[config.mk]
export PLATFORM = sky130hd
export DESIGN_NAME = md5_candidate_gen
export DESIGN_NICKNAME = d
export VERILOG_FILES = /design/src/rtl/md5_candidate_gen.sv
export SDC_FILE = /design/constraint.sdc
export NUM_CORES = 1
export LEC_CHECK = 0
export BUFFER_PORTS_ARGS = -buffer_cell sky130_fd_sc_hd__buf_2
export CORE_AREA = 4 4 201 203
export DETAILED_ROUTE_END_ITERATION = 12
export DIE_AREA = 0 0 205 207
export RECOVER_POWER = 100
export SKIP_LAST_GASP = 1
export SLEW_MARGIN = 0
export SYNTH_ARGS = -nofsm -noshare
export SYNTH_HDL_FRONTEND = slang
export SYNTH_SLANG_ARGS = --single-unit
[constraint.sdc]
create_clock -name clk -period 5.05 [get_ports clk]
set_input_delay 0.2525 -clock clk [delete_from_list [all_inputs] [get_ports clk]]
set_output_delay 0.2525 -clock clk [all_outputs]
set_load 0.02 [all_outputs]
[src/rtl/md5_candidate_gen.sv]
// Brute-force candidate generator for the md5core message interface.
// Optional CANDGEN_COUNT_EN adds a 64-bit valid-cycle counter output.
module md5_candidate_gen #(
  parameter int unsigned MIN_LEN = 1,
  parameter int unsigned MAX_LEN = 8,
  parameter logic [7:0]  CHAR_LO = 8'h61,
  parameter int unsigned RADIX   = 26
) (
  input  logic         clk,
  input  logic         rst,
  input  logic         start,
  input  logic         en,
  output logic [447:0] message,
  output logic [63:0]  length,
  output logic         valid,
  output logic         busy,
  output logic         done
`ifdef CANDGEN_COUNT_EN
  ,
  output logic [63:0]  cand_count
`endif
);

  localparam int DW = (RADIX > 1) ? $clog2(RADIX) : 1;
  localparam int LW = $clog2(MAX_LEN + 2);
  localparam logic [DW-1:0] DMAX = DW'(RADIX - 1);
  localparam logic [LW-1:0] LMIN = LW'(MIN_LEN);
  localparam logic [LW-1:0] LMAX = LW'(MAX_LEN);

  typedef enum logic [1:0] {
    S_IDLE,
    S_RUN,
    S_DONE
  } state_t;

  state_t state_q, state_d;

  logic [DW-1:0]  dig_q [MAX_LEN];
  logic [DW-1:0]  dig_d [MAX_LEN];
  logic [DW-1:0]  src   [MAX_LEN];
  logic [DW-1:0]  nxt   [MAX_LEN];
  logic [LW-1:0]  len_q, len_d;
  logic [LW-1:0]  src_len, nxt_len;
  logic [LW-1:0]  olen_q, olen_d;
  logic [447:0]   msg_q, msg_d, img;
  logic           valid_q, valid_d;
  logic           last_q, last_d;
  logic           ovf, load, emit;

  // A start outside RUN restarts the odometer at the first candidate
  always_comb begin
    load    = start && (state_q != S_RUN);
    src_len = load ? LMIN : len_q;
    for (int i = 0; i < int'(MAX_LEN); i++) begin
      src[i] = load ? '0 : dig_q[i];
    end
  end

  // Ripple-carry increment; rightmost active char is the fastest digit
  always_comb begin : adv
    logic cy;
    cy = 1'b1;
    for (int i = int'(MAX_LEN) - 1; i >= 0; i--) begin
      nxt[i] = src[i];
      if (cy && (i < int'(src_len))) begin
        if (src[i] == DMAX) begin
          nxt[i] = '0;
        end else begin
          nxt[i] = src[i] + 1'b1;
          cy     = 1'b0;
        end
      end
    end
    ovf     = cy;
    nxt_len = src_len;
    if (cy) begin
      nxt_len = src_len + 1'b1;
      for (int i = 0; i < int'(MAX_LEN); i++) begin
        nxt[i] = '0;
      end
    end
  end

  // Message image of the source candidate; unused bytes stay zero
  always_comb begin
    img = '0;
    for (int i = 0; i < int'(MAX_LEN); i++) begin
      if (i < int'(src_len)) begin
        img[447-8*i -: 8] = CHAR_LO + 8'(src[i]);
      end
    end
  end

  // Next-state and output register logic
  always_comb begin
    state_d = state_q;
    dig_d   = dig_q;
    len_d   = len_q;
    msg_d   = msg_q;
    olen_d  = olen_q;
    valid_d = 1'b0;
    last_d  = last_q;
    emit    = 1'b0;
    unique case (state_q)
      S_IDLE, S_DONE: begin
        if (start) begin
          state_d = S_RUN;
          last_d  = 1'b0;
          dig_d   = src;
          len_d   = src_len;
          emit    = en;
        end
      end
      S_RUN: begin
        if (last_q) begin
          state_d = S_DONE;
          last_d  = 1'b0;
        end else begin
          emit = en;
        end
      end
      default: state_d = S_IDLE;
    endcase
    if (emit) begin
      msg_d   = img;
      olen_d  = src_len;
      valid_d = 1'b1;
      if (ovf && (src_len == LMAX)) begin
        last_d = 1'b1;
      end else begin
        dig_d = nxt;
        len_d = nxt_len;
      end
    end
  end

  // State, odometer and output registers
  always_ff @(posedge clk) begin
    if (rst) begin
      state_q <= S_IDLE;
      len_q   <= LMIN;
      olen_q  <= '0;
      msg_q   <= '0;
      valid_q <= 1'b0;
      last_q  <= 1'b0;
      for (int i = 0; i < int'(MAX_LEN); i++) begin
        dig_q[i] <= '0;
      end
    end else begin
      state_q <= state_d;
      len_q   <= len_d;
      olen_q  <= olen_d;
      msg_q   <= msg_d;
      valid_q <= valid_d;
      last_q  <= last_d;
      for (int i = 0; i < int'(MAX_LEN); i++) begin
        dig_q[i] <= dig_d[i];
      end
    end
  end

  assign message = msg_q;
  assign length  = 64'(olen_q) << 3;
  assign valid   = valid_q;
  assign busy    = (state_q == S_RUN);
  assign done    = (state_q == S_DONE);

`ifdef CANDGEN_COUNT_EN
  logic [63:0] cnt_q, cnt_d;

  // Valid cycles since the last accepted start
  always_comb begin
    cnt_d = load ? 64'd0 : cnt_q;
    if (valid_d) cnt_d = cnt_d + 64'd1;
  end

  // Counter register
  always_ff @(posedge clk) begin
    if (rst) cnt_q <= '0;
    else     cnt_q <= cnt_d;
  end

  assign cand_count = cnt_q;
`endif

endmodule

# Word-level counts from Yosys, hierarchy flattened
# Index checks and enable logic that the tools add are counted.
[totals]
input_bits = 4
register_bits = 116
word_cells = 135
out_inout_bits = 515
[classes]
n_reduce_logical = 12
eq_ne = 14
muxes = 70
addsub = 17
order_cmp = 8
[op_table]
columns = ["op", "count"]
rows = [
  ["two-way mux 40 bit", 5],
  ["two-way mux 5 bit", 24],
  ["adder 7 x 5 -> 8 bit (first input constant)", 8],
  ["two-way mux 8 bit", 8],
  ["adder 5 x 1 -> 5 bit (second input constant)", 8],
  ["== test 5 bit (second input constant)", 8],
  ["two-way mux 4 bit", 6],
  ["two-way mux 1 bit", 22],
  ["< comparator 3 x 4 -> 1 bit (first input constant)", 4],
  ["logical AND 1 bit", 9],
  ["< comparator 1 x 4 -> 1 bit (first input constant)", 2],
  ["< comparator 2 x 4 -> 1 bit (first input constant)", 2],
  ["adder 4 x 1 -> 4 bit (second input constant)", 1],
  ["== test 4 bit (second input constant)", 1],
  ["two-way mux 2 bit", 2],
  ["!= test 2 x 1 -> 1 bit (second input constant)", 2],
  ["case mux 1 bit (2 select lines)", 2],
  ["case mux 2 bit (2 select lines)", 1],
  ["== test 2 x 1 -> 1 bit (second input constant)", 1],
  ["== test 2 bit (second input constant)", 1],
  ["zero test 2 bit", 1],
  ["!= test 2 bit (second input constant)", 1],
  ["AND reduction 2 bit", 1],
  ["OR reduction 2 bit", 1],
]

# Longest topological paths before layout
# Gate-level depths: netlist (run 1).
[depth]
word_depth = 23
depth_mapped = 18
ltp_nobuf = 12

# Least setup slack after synthesis (run 1)
# Ideal clock, no wire load.
[synth_path]
kind = "register -> register"
startpoint = "reg state_q[1]"
endpoint = "reg dig_q[15] (netlist bit)"
path_stages_with_launch = 17
path_buffers = 6
arrival_ns = 3.584
slack_ns = 1.350
setup_ns = 0.116
cell_sequence = "dfxtp_1 > nand2b_2 > buf_2 > nand2_1 > buf_2 > buf_2 > buf_1 > clkbuf_1 > and2_1 > ha_1 > nand4b_4 > o221a_2 > a211oi_4 > buf_6 > nand2_1 > a211o_1 > a31o_1"
[synth_between]
elab_chain_cells = 23
[synth_rtl]
columns = ["item", "line_no", "source"]
rows = [
  ["start, declared", "36", "state_t state_q, state_d;"],
  ["start signal, assigned", "150", "state_q <= state_d;"],
  ["branches (longest 22 deep; another with < comparator 3 x 4 -> 1 bit)", "--", ""],
  ["two-way mux 40 bit (*)", "124", "if (emit) begin"],
  ["end signal, assigned by index", "157", "dig_q[i] <= dig_d[i];"],
  ["end, declared", "38", "logic [DW-1:0] dig_q [MAX_LEN];"],
]
# Every way passes the cells marked *.
# A chain may end at the register's enable or synchronous reset.

# Worst setup path in the final report (run 1)
[layout_path]
startpoint = "reg state_q[1]"
endpoint = "reg dig_q[28] (netlist bit)"
[layout_lines]
columns = ["item", "line_no", "source"]
rows = [
  ["!= test 2 x 1 -> 1 bit (*)", "52", "load = start && (state_q != S_RUN);"],
  ["logical AND 1 bit (*)", "52", ""],
  ["two-way mux 4 bit (*)", "53", "src_len = load ? LMIN : len_q;"],
  ["via src_len[1]", "43", "logic [LW-1:0] src_len, nxt_len;"],
  ["< comparator 3 x 4 -> 1 bit", "65", "if (cy && (i < int'(src_len))) begin"],
  ["two-way mux 1 bit", "65", ""],
  ["two-way mux 1 bit / logical AND 1 bit (equally long branches)", "66, 65", ""],
  ["two-way mux 1 bit", "65", ""],
  ["(+7 left out)", "--", ""],
  ["two-way mux 1 bit", "65", ""],
  ["two-way mux 1 bit / logical AND 1 bit (equally long branches)", "66, 65", ""],
  ["two-way mux 1 bit", "65", ""],
  ["two-way mux 1 bit / logical AND 1 bit (equally long branches)", "66, 65", ""],
  ["two-way mux 1 bit", "65", ""],
  ["two-way mux 40 bit / logical AND 1 bit (equally long branches)", "76, 128", ""],
  ["two-way mux 40 bit (*)", "128", "if (ovf && (src_len == LMAX)) begin"],
  ["two-way mux 40 bit (*)", "124", ""],
]
# The timed path passes the listed nets; every way through them passes the cells marked *.

==> results of run 1 <==
## stage by stage
step / worst slack, ns / instances
after global placement: 1.33 / 1794
after detailed placement: 1.20 / 1794
after global routing: 0.478 / 1826
final: 0.712 / 1826
after floorplan: 1.35 / 1688
after CTS: 1.14 / 1826
## sequential cells by signal, summed over array words and instances (netlist names)
signal	cells
dig_q	40
last_q	1
len_q	4
message	64
olen_q	4
state_q	2
valid	1
## cell type report
class / instances / area [µm²]
Timing Repair Buffer: 88 / 373
Clock buffer: 20 / 447
Tap cell: 518 / 648
Sequential cell: 116 / 2320
Multi-Input combinational cell: 1040 / 5330
Fill cell: 4283 / 29100
Inverter: 32 / 120
Clock inverter: 12 / 131
## cell families (layout without fill, tap and decap cells)
logic type | Yosys count | in the layout | synth area share
mux | 4 | 4 | 0.00411
other cells | 1 | 444 | 0.000385
fa+ha+maj | 19 | 19 | 0.0244
buf+inv | 532 | 152 | 0.380
xor+xnor | 23 | 23 | 0.0207
flops | 116 | 116 | 0.238
simple gates | 317 | 317 | 0.165
compound gates | 233 | 233 | 0.166
## cells in the mapped netlist (14+ instances only)
library cell / count
o21ai_0: 24
nor2_1: 73
ha_1: 19
xor2_1: 14
buf_4: 446
a22oi_1: 24
nand4_1: 23
dfxtp_1: 116
a21oi_1: 68
nand3_1: 50
inv_1: 28
nand2_1: 85
clkbuf_1: 34
nor3_1: 21
o211ai_1: 16
## critical path, cell delays in order, from the launching register on
cell	delay, ns
dfxtp_1	0.31
nand2b_1	0.44
nand2_1	0.24
buf_4	0.48
nand2_1	0.23
inv_1	0.13
ha_1	0.26
inv_1	0.11
a31o_2	0.25
o22ai_1	0.66
o31ai_1	0.26
buf_4	0.26
or4b_1	0.52
nand3_1	0.08
## routing by layer
layer	part of all wire	wire [µm]	GRT usage
met4	0.018	459	0.0305
met2	0.51	12800	0.198
met1	0.37	9230	0.124
met3	0.099	2480	0.0341
met5	0	0	0
## report_power, final
| group | total (µW) | internal [µW] | switching (µW) | leakage (µW) |
|---|---|---|---|---|
| Combinational | 444 | 26.9 | 417 | 0.00284 |
| Clock | 1180 | 738 | 443 | 0.000272 |
| Sequential | 931 | 923 | 8.24 | 0.000936 |
| Total | 2560 | 1690 | 868 | 0.00404 |
## worst max-delay path by stage
stage	to	slack, ns	cells after the start	start
after floorplan	dig_q[15]$_SDFF_PP0_	1.35	16	state_q[1]$_SDFFE_PP0P_
after global placement	dig_q[14]$_SDFF_PP0_	1.33	13	state_q[1]$_SDFFE_PP0P_
after detailed placement	dig_q[14]$_SDFF_PP0_	1.20	13	state_q[1]$_SDFFE_PP0P_
after CTS	dig_q[14]$_SDFF_PP0_	1.14	13	state_q[1]$_SDFFE_PP0P_
after global routing	dig_q[34]$_SDFF_PP0_	0.48	11	state_q[1]$_SDFFE_PP0P_
final	dig_q[28]$_SDFF_PP0_	0.71	13	state_q[1]$_SDFFE_PP0P_
## layout by cell type, fill, tap and decap left out, types with 4 or more instances in the layout
master,n
nor3_1,22
clkbuf_1,76
buf_2,4
nand2_1,85
a21oi_2,4
dfxtp_1,116
ha_1,19
xor2_1,14
o22ai_1,4
buf_4,10
a21oi_1,68
conb_1,444
nand4_1,23
nand2b_1,6
o31ai_1,7
nor2_1,73
a21o_1,5
nor4b_1,6
or4_1,6
and4_1,5
a211o_1,8
a22oi_1,24
clkbuf_16,17
clkinvlp_4,4
mux2i_1,4
nor4_1,8
and3_1,4
and2_1,7
a31oi_1,10
a211oi_1,16
nand4b_1,6
nand3_1,50
inv_1,29
xnor2_1,9
o211ai_1,16
o21ai_0,29
==> flow_summary.toml, run 1 <==
[setup_path]
cp.required_ns = 5.41
critical_path_class = "reg -> reg"
endpoint_kind = "register"
cp_data_arrival_time_ns = 4.69
worst_setup_path_start_kind = "register"
r2r-start = "state_q[1]$_SDFFE_PP0P_"
rr_worst_depth = 13
timing.rr.end = "dig_q[28]$_SDFF_PP0_"
r2r_slack_ns = 0.71
cp_max_fo = 50

[die]
dieWidth_um = 205
core_area_mm2 = 0.0385
fp.dieH_um = 207
die_area_mm2 = 0.0424
boundaryPins = 519
row_count = 72
start_util = 0.253

[logic_synthesis]
netlist_area_mm2 = 0.00974
yosysTopAreaCellShare = 0.344
yosysTopAreaCell = "buf_4"
synth_area_per_cell_um2 = 7.82
ys_types = 83
ys_seq_area_frac = 0.238
ys.flop_type = "dfxtp_1"
netlist_instances = 1245
synth_enable_flop_cells = 0
yosys-top-cells-area = "buf_4 34%, dfxtp_1 24%, a21oi_1 3.5%, nand2_1 3.3%, nor2_1 2.8%"
async_flop_share = 0
synth_seq_cells = 116
yosysWarnings = 0

[timing]
fmax_mhz = 231
worst_slew_pin_slew_ns = 3.53
fin_crit_ns = 4.34
setup_violations = 0
holdWs_ns = 0.259
skew_ns = 0.00924
maxSlewViolCount = 105
rsz0062_at_grt = "false"
fin_tns_setup_ns = 0
max_slew_margin = -1.36
fin_crit_sh = 0.859
final_hold_viol_count = 0

[drt]
firstDrtPassIters = 5
drc_errors = 0
drt-total-wl_um = 25000
drtIter0Drc = 474
routed-via-count = 7433
wl_per_cell_um = 13.7
ant_nets = 0
via_per_inst = 4.07

[final_layout]
area_growth_pct = -3.79
final_util = 0.244
final_nets = 1318
antenna-diode-count = 0
drive_gt1_frac = 0.0497
fin_area_mm2 = 0.00937

[global_routing]
grt_use_total = 0.110
grt_antenna_before_repair = 0
grt_pass1_wl_um = 37900
grt_pass1_vias = 6647
grt_max_degree = 73
grt-ovfl-total = 0

[power_and_ir_drop]
irDropWorstVdd_mv = 0.228
leakagePower_uw = 0.00404
power.total_uw = 2560
power.density_mw_per_mm2 = 273

[clocking]
post_cts.repair.setup_buffers = 0
clkTransAtPathRegs_ns = 0.06
cts_tree = "built"
cts_hold_buf = 0
cts_buffers = 17
clock_path_buffers = 2
cts.repair.resized = 0
cts_num_sinks = 116
cts_max_level = 4
clock_latency_ns = 0.42
cts_root_buf = "clkbuf_16"

[hold_path]
min_path_cells = 2
hp-class = "in -> reg"
hp-start = "rst"
hold_end = "message[396]$_SDFFE_PP0P_"

[status]
violations = "capacitance limit, slew limit"
status = "finished, violations left"

[place]
place_hpwl_um = 18800
port_buffers = 74
place.gp.congestion = 0.912
placed_cell_area_mm2 = 0.00895

[run]
drv_cap = 2
Power figures use the tool's default switching activity.
==> run 2: changes to the inputs <==
- CTS_CLUSTER_SIZE: default -> 12
- PLACE_DENSITY: default -> 0.59
==> run 2 against run 1 <==
The run still ends with capacitance limit, slew limit left; sequential cell count unchanged; highest routed layer unchanged; clock power increased by 9%; clock-buffer cell count is the same; largest power group unchanged; cell area up 1.1%; critical endpoint is now dig_q[36]$_SDFF_PP0_.
==> flow_summary.toml, run 2 (synthesis results as in run 1) <==
[die]
row_count = 72
core_area_mm2 = 0.0385
die_area_mm2 = 0.0424
start_util = 0.253
dieWidth_um = 205
fp.dieH_um = 207
boundaryPins = 519

[final_layout]
layout_common_cells = "444 x conb_1, 116 x dfxtp_1, 85 x nand2_1"
final_nets = 1319
fillers = 4269
layout_commonest_cell = "conb_1"
antenna-diode-count = 0
area_growth_pct = -2.72
drive_gt1_frac = 0.0542
final_cells = 1827
largest_reg_flops = 64

[setup_path]
critical_path_class = "reg -> reg"
endpoint_kind = "register"
cp_max_fo = 50
slowest_delay_ns = 0.64
r2r_slack_ns = 0.88
rr_worst_depth = 12
slowest_stage = "a2bb2oi_1"
cp_data_arrival_time_ns = 4.48
cp_common_cell = "nand2_1"
cp.required_ns = 5.36
r2r-start = "state_q[1]$_SDFFE_PP0P_"
critPathTopFamily = "compound AO/OA/AOI/OAI gates"
cp.buffers_inverters = 2
worst_setup_path_start_kind = "register"
timing.rr.end = "dig_q[36]$_SDFF_PP0_"
crit_cells = 12
crit_chain = "nand2b_1 -> nand2_1 -> buf_12 -> nand2_1 -> inv_1 -> ha_1 -> nand3b_1 -> a211oi_2 -> a2bb2oi_1 -> a31oi_2 -> and4_1 -> a211o_1"
startpoint = "state_q[1]$_SDFFE_PP0P_"
crit_path_end = "dig_q[36]$_SDFF_PP0_"

[timing]
fmax_mhz = 240
fin_crit_ns = 4.17
fin_tns_setup_ns = 0
max_slew_margin = -0.952
fin_crit_sh = 0.826
setup_violations = 0
final_hold_viol_count = 0
worst_slew_pin_slew_ns = 2.93
skew_ns = 0.0104
maxSlewViolCount = 121
rsz0062_at_grt = "false"

[power_and_ir_drop]
power.density_mw_per_mm2 = 282
leakagePower_uw = 0.00409
irDropWorstVdd_mv = 0.237

[hold_path]
hp-class = "in -> reg"

[global_routing]
grt_pass1_vias = 6650
grt_pass1_wl_um = 38000
grt_max_degree = 62
grt_use_total = 0.110
grt_antenna_before_repair = 0
grt-ovfl-total = 0

[clocking]
cts_tree = "built"
clkTransAtPathRegs_ns = 0.06
cts_buffers = 17
clock_latency_ns = 0.42
cts.repair.resized = 0
cts_num_sinks = 116
cts_hold_buf = 0
post_cts.repair.setup_buffers = 0
clock_path_buffers = 2
cts_max_level = 4
cts_root_buf = "clkbuf_16"

[status]
status = "finished, violations left"
violations = "capacitance limit, slew limit"

[drt]
drc_errors = 0
firstDrtPassIters = 6
routed-via-count = 7430
via_per_inst = 4.07
wl_per_cell_um = 13.9
drt-total-wl_um = 25300
ant_nets = 0
drtIter0Drc = 584

[run]
drv_cap = 3

[place]
dpl.cell_count = 1795
port_buffers = 74
place_hpwl_um = 19100
place.gp.congestion = 0.893
-- run 2: cell type report --
| cell class | count | area [µm²] | share of cell area |
|---|---|---|---|
| well taps | 518 | 648 | 0.0684 |
| repair buffers | 89 | 399 | 0.0421 |
| flip-flops and latches | 116 | 2320 | 0.245 |
| multi-input cells | 1040 | 5360 | 0.565 |
| clock inverters | 12 | 180 | 0.0190 |
| clock buffers | 20 | 447 | 0.0472 |
| inverters | 32 | 120 | 0.0127 |
-- run 2: worst reg2reg max path, cell delays in order (launching register included) --
cell       delay, ns
dfxtp_1         0.31
nand2b_1        0.47
nand2_1         0.35
buf_12          0.27
nand2_1         0.18
inv_1           0.11
ha_1            0.15
nand3b_1        0.13
a211oi_2        0.40
a2bb2oi_1       0.64
a31oi_2         0.48
and4_1          0.38
a211o_1         0.21
-- run 2: stage by stage --
step                      setup slack [ns]  cell area [µm²]  power, µW  hold slack [ns]  utilization
after global placement                1.49             8970       1390            0.440        0.233
final                                0.880             9470       2670            0.362        0.246
after CTS                             1.36             9600       2680            0.334        0.249
after global routing                 0.570             9470       2770            0.381        0.246
after floorplan                       1.35            11400       1600            0.451            -
after detailed placement              1.38             8970       1390            0.444        0.233
-- run 2: routing by layer --
layer | vias up | GRT usage | part of all wire
met5 | - | 0 | 0
met4 | 0 | 0.0349 | 0.016
met3 | 33 | 0.0280 | 0.094
met2 | 410 | 0.195 | 0.51
met1 | 3483 | 0.129 | 0.38
li1 | 3504 | - | -
-- run 2: worst min-delay path by stage --
stage          depth (start not counted)                         to                       from  slack [ns]
3_5_place_dp                           2  message[403]$_SDFFE_PP0P_  message[403]$_SDFFE_PP0P_        0.44
6_report                               4           valid$_SDFF_PP0_                         en        0.36
2_1_floorplan                          2       dig_q[27]$_SDFF_PP0_                        rst        0.45
3_3_place_gp                           2  message[422]$_SDFFE_PP0P_  message[422]$_SDFFE_PP0P_        0.44
5_1_grt                                4           valid$_SDFF_PP0_                         en        0.38
4_1_cts                                2  message[437]$_SDFFE_PP0P_                        rst        0.33
-- run 2: report_power, final --
part	internal, µW	leakage [µW]	total (µW)	switching, µW
clock network	839	0.000300	1290	452
registers	923	0.000936	931	8.07
logic	29.1	0.00286	446	417
total	1790	0.00409	2670	878
==> run 3: changes to the inputs <==
- clock period: 5.05 -> 4.3 ns (I/O delays scaled with it)
==> run 3 against run 2 <==
The flow still finishes with violations (capacitance limit, slew limit); final cell count is essentially flat; combinational power increased by 18%; setup slack got worse by 0.41 ns; sequential power up 17%; register-to-register slack got worse by 0.41 ns; first-iteration DRC count shrank 21%; via count barely moved; sequential share of layout area grew 0.068 points; maximum frequency rose by 8.9%.
==> flow_summary.toml, run 3 (synthesis results as in run 1) <==
[setup_path]
cp.required_ns = 4.61
rr_worst_depth = 13
slowest_stage = "clkbuf_1"
slowest_delay_ns = 0.41
endpoint_kind = "register"
cp_max_fo = 21
crit_chain = "nand2b_2 -> nand2_1 -> buf_4 -> nand2_1 -> inv_1 -> ha_1 -> nand4b_1 -> o221a_2 -> a211oi_4 -> clkbuf_1 -> nand3_1 -> o2111a_1 -> a211o_1"
cp_common_cell = "nand2_1"
critical_path_class = "reg -> reg"
cp_data_arrival_time_ns = 4.14
worst_setup_path_start_kind = "register"

[clocking]
post_cts.repair.setup_buffers = 0
cts.repair.resized = 0
cts_num_sinks = 116
cts_tree = "built"
cts_hold_buf = 0
clock_latency_ns = 0.42
clkTransAtPathRegs_ns = 0.05
cts_buffers = 17
cts_max_level = 4
clock_path_buffers = 2
cts_root_buf = "clkbuf_16"

[drt]
drtIter0Drc = 461
firstDrtPassIters = 5
drt-total-wl_um = 25200
wl_per_cell_um = 13.8
via_per_inst = 4.07
routed-via-count = 7437
drc_errors = 0
ant_nets = 0

[power_and_ir_drop]
irDropWorstVdd_mv = 0.266
clkPwrFrac = 0.475
p_sw_uw = 1020
leakagePower_uw = 0.00409
internal_power_uw = 2070
pwr-share-seq = 0.355
p_sw_frac = 0.329
power.density_mw_per_mm2 = 327
combPwrFrac = 0.171

[final_layout]
largest_reg_flops = 64
final_nets = 1321
area_growth_pct = -2.99
drive_gt1_frac = 0.0519
fin_area_mm2 = 0.00945
layout_commonest_cell = "conb_1"
fillers = 4297
antenna-diode-count = 0
final_cells = 1828
layout_common_cells = "444 x conb_1, 116 x dfxtp_1, 85 x nand2_1"

[place]
placed_cell_area_mm2 = 0.00898
place_hpwl_um = 18900
dpl.cell_count = 1797
port_buffers = 74
place.gp.congestion = 0.894

[die]
fp.dieH_um = 207
boundaryPins = 519
dieWidth_um = 205
row_count = 72
die_area_mm2 = 0.0424
core_area_mm2 = 0.0385
start_util = 0.253

[status]
status = "finished, violations left"
violations = "capacitance limit, slew limit"

[global_routing]
grt_pass1_wl_um = 37900
grt-ovfl-total = 0
grt_max_degree = 94
grt_antenna_before_repair = 0
grt_use_total = 0.110
grt_pass1_vias = 6645

[timing]
rsz0062_at_grt = "false"
skew_ns = 0.00931
max_slew_margin = -0.0774
fin_crit_sh = 0.891
setup_violations = 0
fin_crit_ns = 3.83
final_hold_viol_count = 0
maxSlewViolCount = 58
fin_tns_setup_ns = 0
fmax_mhz = 261
worst_slew_pin_slew_ns = 1.62

[hold_path]
min_path_cells = 4
hp-class = "in -> reg"

[run]
drv_cap = 2
==> run 3: cell types whose count changed in the layout (fill, tap and decap cells not counted), moves of 3 or more <==
cell,change
clkinv_4,-4
o21ai_1,-3
o21ai_0,+3
clkbuf_1,+3
buf_4,-3
==> run 3: metal layers <==
layer | global-route usage | wire [µm] | vias to the layer above
li1 | - | - | 3500
met1 | 0.126 | 9530 | 3492
met2 | 0.195 | 12700 | 403
met3 | 0.0302 | 2450 | 42
met4 | 0.0388 | 550 | 0
met5 | 0 | 0 | -
==> run 3: layout make-up <==
class	instances	area, µm²	area share
multi-input cells	1040	5360	0.567
well taps	518	648	0.0686
clock buffers	22	474	0.0502
clock inverters	9	128	0.0135
repair buffers	91	398	0.0421
inverters	32	120	0.0127
flip-flops and latches	116	2320	0.246
==> run 3: power groups by stage <==
stage	clock [µW]	sequential, µW	combinational, µW
2_1_floorplan	0	1120	761
3_3_place_gp	0	1120	516
3_5_place_dp	0	1120	517
4_1_cts	1490	1090	517
5_1_grt	1550	1090	564
6_report	1460	1090	527
==> run 3: critical path: cells and delay by family (launching register included) <==
family                   cells  cell delay [ns]
flip-flops                   1             0.30
AO/OA/AOI/OAI                4             1.30
AND/OR/NAND/NOR              5             1.18
buffers and inverters        3             0.76
adder cells (fa/ha/maj)      1             0.17
==> run 3: path summary, 6_finish.rpt <==
path / from / slack [ns] / endpoint
setup / recovery: state_q[1]$_SDFFE_PP0P_ / 0.47 / dig_q[29]$_SDFF_PP0_
setup reg to reg: state_q[1]$_SDFFE_PP0P_ / 0.47 / dig_q[29]$_SDFF_PP0_
hold reg to reg: message[386]$_SDFFE_PP0P_ / 0.45 / message[386]$_SDFFE_PP0P_
hold / removal: en / 0.40 / valid$_SDFF_PP0_
==> run 3: through the flow <==
step                utilization  hold WS (ns)  setup slack [ns]  power (µW)
global route              0.246         0.448             0.190        3200
CTS                       0.249         0.354             0.729        3110
finish                    0.246         0.396             0.470        3080
detailed placement        0.234         0.444             0.748        1630
global placement          0.234         0.439             0.778        1630
floorplan                     -         0.414             0.600        1880
